`src/rtl/periodic_trigger.sv`:
```
// ---------------------------------------------------------------------------
// periodic_trigger
//   Programmable interval timer producing single-cycle trigger strobes for the
//   downstream pulse stretcher. It supports one-shot and periodic operation,
//   an optional trigger count (0 = unlimited) and an abort input.
//
// Ports
//   clk           clock, all logic on the rising edge
//   reset         synchronous, active-high reset
//   cfg_valid     load cfg_* into the config registers (IDLE only)
//   cfg_interval  trigger period in cycles (0 behaves as 1)
//   cfg_periodic  1 = periodic, 0 = one-shot
//   cfg_count     periodic trigger count, 0 = unlimited
//   start         begin a sequence (IDLE only)
//   stop          abort a running sequence
//   trig_out      registered single-cycle trigger strobe
//   busy          registered copy of (state == RUN)
//   done          single-cycle pulse when a sequence completes
//   fired_cnt     triggers issued since the last accepted start (saturating)
// ---------------------------------------------------------------------------
module periodic_trigger #(
    parameter int CNT_WIDTH     = 32,
    parameter int EVT_CNT_WIDTH = 16
) (
    input  logic                     clk,
    input  logic                     reset,
    input  logic                     cfg_valid,
    input  logic [CNT_WIDTH-1:0]     cfg_interval,
    input  logic                     cfg_periodic,
    input  logic [EVT_CNT_WIDTH-1:0] cfg_count,
    input  logic                     start,
    input  logic                     stop,
    output logic                     trig_out,
    output logic                     busy,
    output logic                     done,
    output logic [EVT_CNT_WIDTH-1:0] fired_cnt
);

    localparam logic [0:0] ST_IDLE = 1'b0;
    localparam logic [0:0] ST_RUN  = 1'b1;

    localparam logic [CNT_WIDTH-1:0]     CNT_ZERO = CNT_WIDTH'(0);
    localparam logic [CNT_WIDTH-1:0]     CNT_ONE  = CNT_WIDTH'(1);
    localparam logic [EVT_CNT_WIDTH-1:0] EVT_ZERO = EVT_CNT_WIDTH'(0);
    localparam logic [EVT_CNT_WIDTH-1:0] EVT_ONE  = EVT_CNT_WIDTH'(1);
    localparam logic [EVT_CNT_WIDTH-1:0] EVT_MAX  = {EVT_CNT_WIDTH{1'b1}};

    logic [0:0]               state_r;
    logic [0:0]               state_nx_s;
    logic [CNT_WIDTH-1:0]     interval_r;
    logic                     periodic_r;
    logic [EVT_CNT_WIDTH-1:0] count_r;
    logic [CNT_WIDTH-1:0]     cnt_r;
    logic [CNT_WIDTH-1:0]     cnt_nx_s;
    logic [EVT_CNT_WIDTH-1:0] fired_r;
    logic [EVT_CNT_WIDTH-1:0] fired_nx_s;
    logic                     trig_r;
    logic                     busy_r;
    logic                     done_r;

    logic                     use_cfg_s;
    logic [CNT_WIDTH-1:0]     sel_interval_s;
    logic [CNT_WIDTH-1:0]     reload_s;
    logic                     start_acc_s;
    logic                     expire_s;
    logic                     fire_s;
    logic                     last_s;

    // Decode of config selection, reload value and the trigger/completion events
    always_comb begin
        use_cfg_s      = (state_r == ST_IDLE) && cfg_valid;
        // A config presented together with start applies to that sequence.
        sel_interval_s = use_cfg_s ? cfg_interval : interval_r;
        if (sel_interval_s == CNT_ZERO) begin
            reload_s = CNT_ZERO;
        end else begin
            reload_s = sel_interval_s - CNT_ONE;
        end
        // stop beats start in IDLE.
        start_acc_s = (state_r == ST_IDLE) && start && !stop;
        expire_s    = (state_r == ST_RUN) && (cnt_r == CNT_ZERO);
        // stop masks a trigger falling due on the same edge.
        fire_s      = expire_s && !stop;
        // fired_r holds the triggers already issued, so the N-th one is seen
        // when fired_r == N-1; count never exceeds EVT_MAX so saturation cannot
        // hide the final trigger.
        if (!periodic_r) begin
            last_s = fire_s;
        end else if (count_r != EVT_ZERO) begin
            last_s = fire_s && (fired_r == (count_r - EVT_ONE));
        end else begin
            last_s = 1'b0;
        end
    end

    // Next-state, down-counter and fired counter logic
    always_comb begin
        state_nx_s = state_r;
        cnt_nx_s   = cnt_r;
        fired_nx_s = fired_r;
        case (state_r)
            ST_IDLE: begin
                if (start_acc_s) begin
                    state_nx_s = ST_RUN;
                    cnt_nx_s   = reload_s;
                    fired_nx_s = EVT_ZERO;
                end else begin
                    state_nx_s = ST_IDLE;
                end
            end
            ST_RUN: begin
                if (stop) begin
                    state_nx_s = ST_IDLE;
                end else if (expire_s) begin
                    cnt_nx_s = reload_s;
                    if (fired_r == EVT_MAX) begin
                        fired_nx_s = fired_r;
                    end else begin
                        fired_nx_s = fired_r + EVT_ONE;
                    end
                    if (last_s) begin
                        state_nx_s = ST_IDLE;
                    end else begin
                        state_nx_s = ST_RUN;
                    end
                end else begin
                    cnt_nx_s = cnt_r - CNT_ONE;
                end
            end
            default: begin
                state_nx_s = ST_IDLE;
            end
        endcase
    end

    // Configuration registers, writable only while idle
    always_ff @(posedge clk) begin
        if (reset) begin
            interval_r <= CNT_ONE;
            periodic_r <= 1'b0;
            count_r    <= EVT_ZERO;
        end else if (use_cfg_s) begin
            interval_r <= cfg_interval;
            periodic_r <= cfg_periodic;
            count_r    <= cfg_count;
        end
    end

    // FSM state, interval counter, fired counter and registered outputs
    always_ff @(posedge clk) begin
        if (reset) begin
            state_r <= ST_IDLE;
            cnt_r   <= CNT_ZERO;
            fired_r <= EVT_ZERO;
            trig_r  <= 1'b0;
            busy_r  <= 1'b0;
            done_r  <= 1'b0;
        end else begin
            state_r <= state_nx_s;
            cnt_r   <= cnt_nx_s;
            fired_r <= fired_nx_s;
            trig_r  <= fire_s;
            busy_r  <= (state_r == ST_RUN);
            done_r  <= last_s;
        end
    end

    assign trig_out  = trig_r;
    assign busy      = busy_r;
    assign done      = done_r;
    assign fired_cnt = fired_r;

endmodule

```
`config.mk`:
```
export PLATFORM = sky130hd
export DESIGN_NAME = periodic_trigger
export DESIGN_NICKNAME = d
export VERILOG_FILES = /design/src/rtl/periodic_trigger.sv
export SDC_FILE = /design/constraint.sdc
export NUM_CORES = 1
export LEC_CHECK = 0
export CAP_MARGIN = 20
export CORE_MARGIN = 5
export CORE_UTILIZATION = 61
export CTS_CLUSTER_DIAMETER = 40
export DETAILED_ROUTE_END_ITERATION = 8
export GPL_TIMING_DRIVEN = 0
export PLACE_DENSITY = 0.84
export SLEW_MARGIN = 30
export SYNTH_ARGS = -nofsm -noshare
export SYNTH_HDL_FRONTEND = slang
export SYNTH_SLANG_ARGS = --single-unit
```
`constraint.sdc`:
```
create_clock -name clk -period 8 [get_ports clk]
set_input_delay 1.6 -clock clk [delete_from_list [all_inputs] [get_ports clk]]
set_output_delay 1.6 -clock clk [all_outputs]
set_load 0.02 [all_outputs]
```
==> flow_summary.ini <==
[routing]
vias = 6426
ant_nets = 0
drt-total-wl_mm = 18.9
drt_pass1_iterations = 5
drc = 0
via_per_inst = 6.39
drtIter0Drc = 611
routedWlPerCell_um = 18.8

[clocking]
post-cts-setup-buffers = 0
cts.sinks = 101
htreeDepth = 3
ctsResizeCount = 0
hold_buffers = 0
worstSkewPairLatency_ps = 390
clk_pin_slew_ps = 90
root_buffer = clkbuf_8
cts_tree = done
cts_buffers = 9
clock_path_buffers = 2

[layout]
fin_cells = 1006
n_antenna_cell = 0
layout-drive-gt1-share_pct = 4.58
nNetsFinal = 927
fin_area_um2 = 7200
area_growth_syn_to_layout_pct = 18.4

[global_routing]
use_met2_pct = 48.7
grt.overflow.total = 0
globalRouteTotalUtil_pct = 32.0
grt_use_met3_pct = 7.93
antenna_found_initial = 0
top_usage_layer = met2
grt_pass1_vias = 5993
grt_pass1_wl_mm = 30.2
grt_use_met1_pct = 44.2
grt_max_degree = 17

[setup_path]
worstSetupPathType = in -> reg
cp-start-kind = input port
reg2reg_depth = 16
r2r_setup_slack_ps = 2600
setup.worst_path.start = cfg_valid
crit_family = buffers and inverters
path_buf_inv = 8
crit_fanout = 10
r2r_start = state_r$_SDFF_PP0_
r2r_end = cnt_r[21]$_SDFFE_PP0P_
critPathSlowestCell = a21oi_1
crit_top_cell = buf_2
arrival_ps = 6940
end_kind = flop
cp.required_ps = 8250
cpPeakStageDelay_ps = 650
crit_chain = clkdlybuf4s50_1 -> nand2b_1 -> buf_2 -> buf_2 -> buf_1 -> buf_2 -> buf_2 -> mux2i_1 -> ha_1 -> nand3_1 -> a21oi_1 -> nand4_1 -> and2_1 -> buf_4 -> nand2_1 -> buf_2 -> o22ai_1

[yosys]
synthCells = 786
synth_edf_count = 0
avgSynthCellArea_um2 = 7.74
syn_nets = 845
ys.flop_type = dfxtp_1
yosysWarnings = 0
async_flop_share_pct = 0
synth_area_um2 = 6080
ys_seq_area_share_pct = 33.2
synth-seq-cells = 101
ys_types = 63

[floorplan]
die_w_um = 110
die_height_um = 110
dieArea_um2 = 12100
io_pins = 73
initial_utilization_pct = 62.5
num_rows = 36
core_area_um2 = 9730

[timing]
max_freq_ghz = 0.150
setup_tns_ps = 0
maxSlewHeadroom_pct = 46.0
hold_viol = 0
finalCriticalPeriod_ps = 6690
rsz0062_at_grt = false
tightest_slew_ps = 799
finalSetupViolations = 0
fin_skew_ps = 9.25
drv_slew = 0
period_share_pct = 83.6

[placed_design]
place_hpwl_mm = 14.1
port_buffers = 71
dpl_cell_area_um2 = 6960
place_congestion = 0.963
dp_cells = 990

[hold_path]
hp-start = cnt_r[6]$_SDFFE_PP0P_
whs_endpoint = cnt_r[6]$_SDFFE_PP0P_
min_path_type = reg -> reg
whs_path_depth = 2

[run]
cap_violations = 0

[pwr]
p_leak_nw = 2.72
power_density_nw_per_um2 = 177
vdd_drop_max_mv = 0.143

[status]
status = complete, no violations
[flip-flops by register name (all words and copies together), names as in the netlist]
signal	count
state_r	1
cnt_r	32
done	1
count_r	16
trig_out	1
busy	1
interval_r	32
periodic_r	1
fired_cnt	16
[placed cells by master (no fill, tap or decap), types with 11 or more instances in the layout]
cell / n
nand3_1: 27
clkbuf_8: 12
nand4_1: 17
nand2_1: 72
a31oi_1: 13
nor2_1: 117
a21oi_1: 55
xnor2_1: 24
mux2i_1: 45
dfxtp_1: 101
o21ai_0: 36
xor2_1: 37
clkbuf_1: 32
nor4_1: 11
o22ai_1: 13
and3_1: 12
nor3_1: 31
clkdlybuf4s50_1: 71
[per-stage QoR]
step	util, %	total power [mW]	setup WS [ps]	hold WS (ps)
after global routing	74.0	1.33	1050	515
after floorplan	-	0.786	2980	436
final	74.0	1.27	1310	487
after CTS	74.0	1.27	1460	486
after detailed placement	71.5	0.890	1070	467
after global placement	71.5	0.881	1190	464
[power by group]
part,switching (mW),internal (mW),total [mW]
Sequential,0.0271,0.529,0.556
Clock,0.179,0.203,0.382
Combinational,0.205,0.130,0.336
Total,0.411,0.863,1.27
[final cells by class]
type | instances | area [um^2]
timing repair buffer | 71 | 711
clock buffer | 12 | 165
clock inverter | 4 | 77.6
multi-input combinational | 626 | 3820
inverter | 11 | 41.3
fill | 806 | 2530
sequential | 101 | 2020
buffer | 48 | 203
tap | 133 | 166
[cells by family after synthesis]
group,Yosys count,synth area share (%)
adders and majority gates,5,1.03
xor gates and xnor gates,61,8.78
muxes,45,7.40
buffers and inverters,59,4.01
and+or+nand+nor,353,29.0
AOI/OAI and AO/OA,162,16.5
DFF,101,33.2
[synth_stat cells, drive strengths merged, types with 3 or more instances]
library cell | instances | area, um^2
and3 | 12 | 75.1
nand3 | 27 | 135
nor2b | 7 | 43.8
a32oi | 5 | 43.8
a211oi | 5 | 37.5
nand2b | 8 | 50.1
buf | 16 | 82.6
o21a | 3 | 22.5
mux2i | 45 | 450
dfxtp | 101 | 2020
o21ai | 37 | 185
nor4 | 11 | 68.8
xnor2 | 24 | 210
xor2 | 37 | 324
and4 | 3 | 26.3
a22oi | 5 | 37.5
nor3 | 35 | 208
o22ai | 13 | 81.3
nor4b | 6 | 67.6
inv | 11 | 41.3
nor2 | 117 | 439
a31oi | 13 | 81.3
or4 | 10 | 75.1
a21oi | 55 | 275
ha | 5 | 62.6
clkbuf | 32 | 120
nand3b | 5 | 37.5
o211ai | 4 | 30.0
nand2 | 72 | 270
nand4 | 17 | 106
and2 | 4 | 25.0
or3 | 10 | 62.6
[worst max path at each step]
stage | endpoint | slack (ps) | depth (start not counted)
2_1_floorplan | cnt_r[6]$_SDFFE_PP0P_ | 2980 | 16
3_3_place_gp | cnt_r[24]$_SDFFE_PP0P_ | 1190 | 17
3_5_place_dp | cnt_r[24]$_SDFFE_PP0P_ | 1070 | 17
4_1_cts | cnt_r[24]$_SDFFE_PP0P_ | 1460 | 17
5_1_grt | cnt_r[25]$_SDFFE_PP0P_ | 1050 | 17
6_report | cnt_r[21]$_SDFFE_PP0P_ | 1310 | 17
[metal layers]
| metal | up-vias | routed length, um |
|---|---|---|
| met4 | 0 | 364 |
| met5 | - | 0 |
| met2 | 376 | 8380 |
| met3 | 44 | 2090 |
| met1 | 3021 | 8050 |
| li1 | 2985 | - |
[worst min-delay path, delay by kind of cell, from the launching register on]
family         cells  cell delay, ps
flip-flops         1             310
AO/OA/AOI/OAI      2             130
Note: power is estimated with default switching activity, not from simulation.
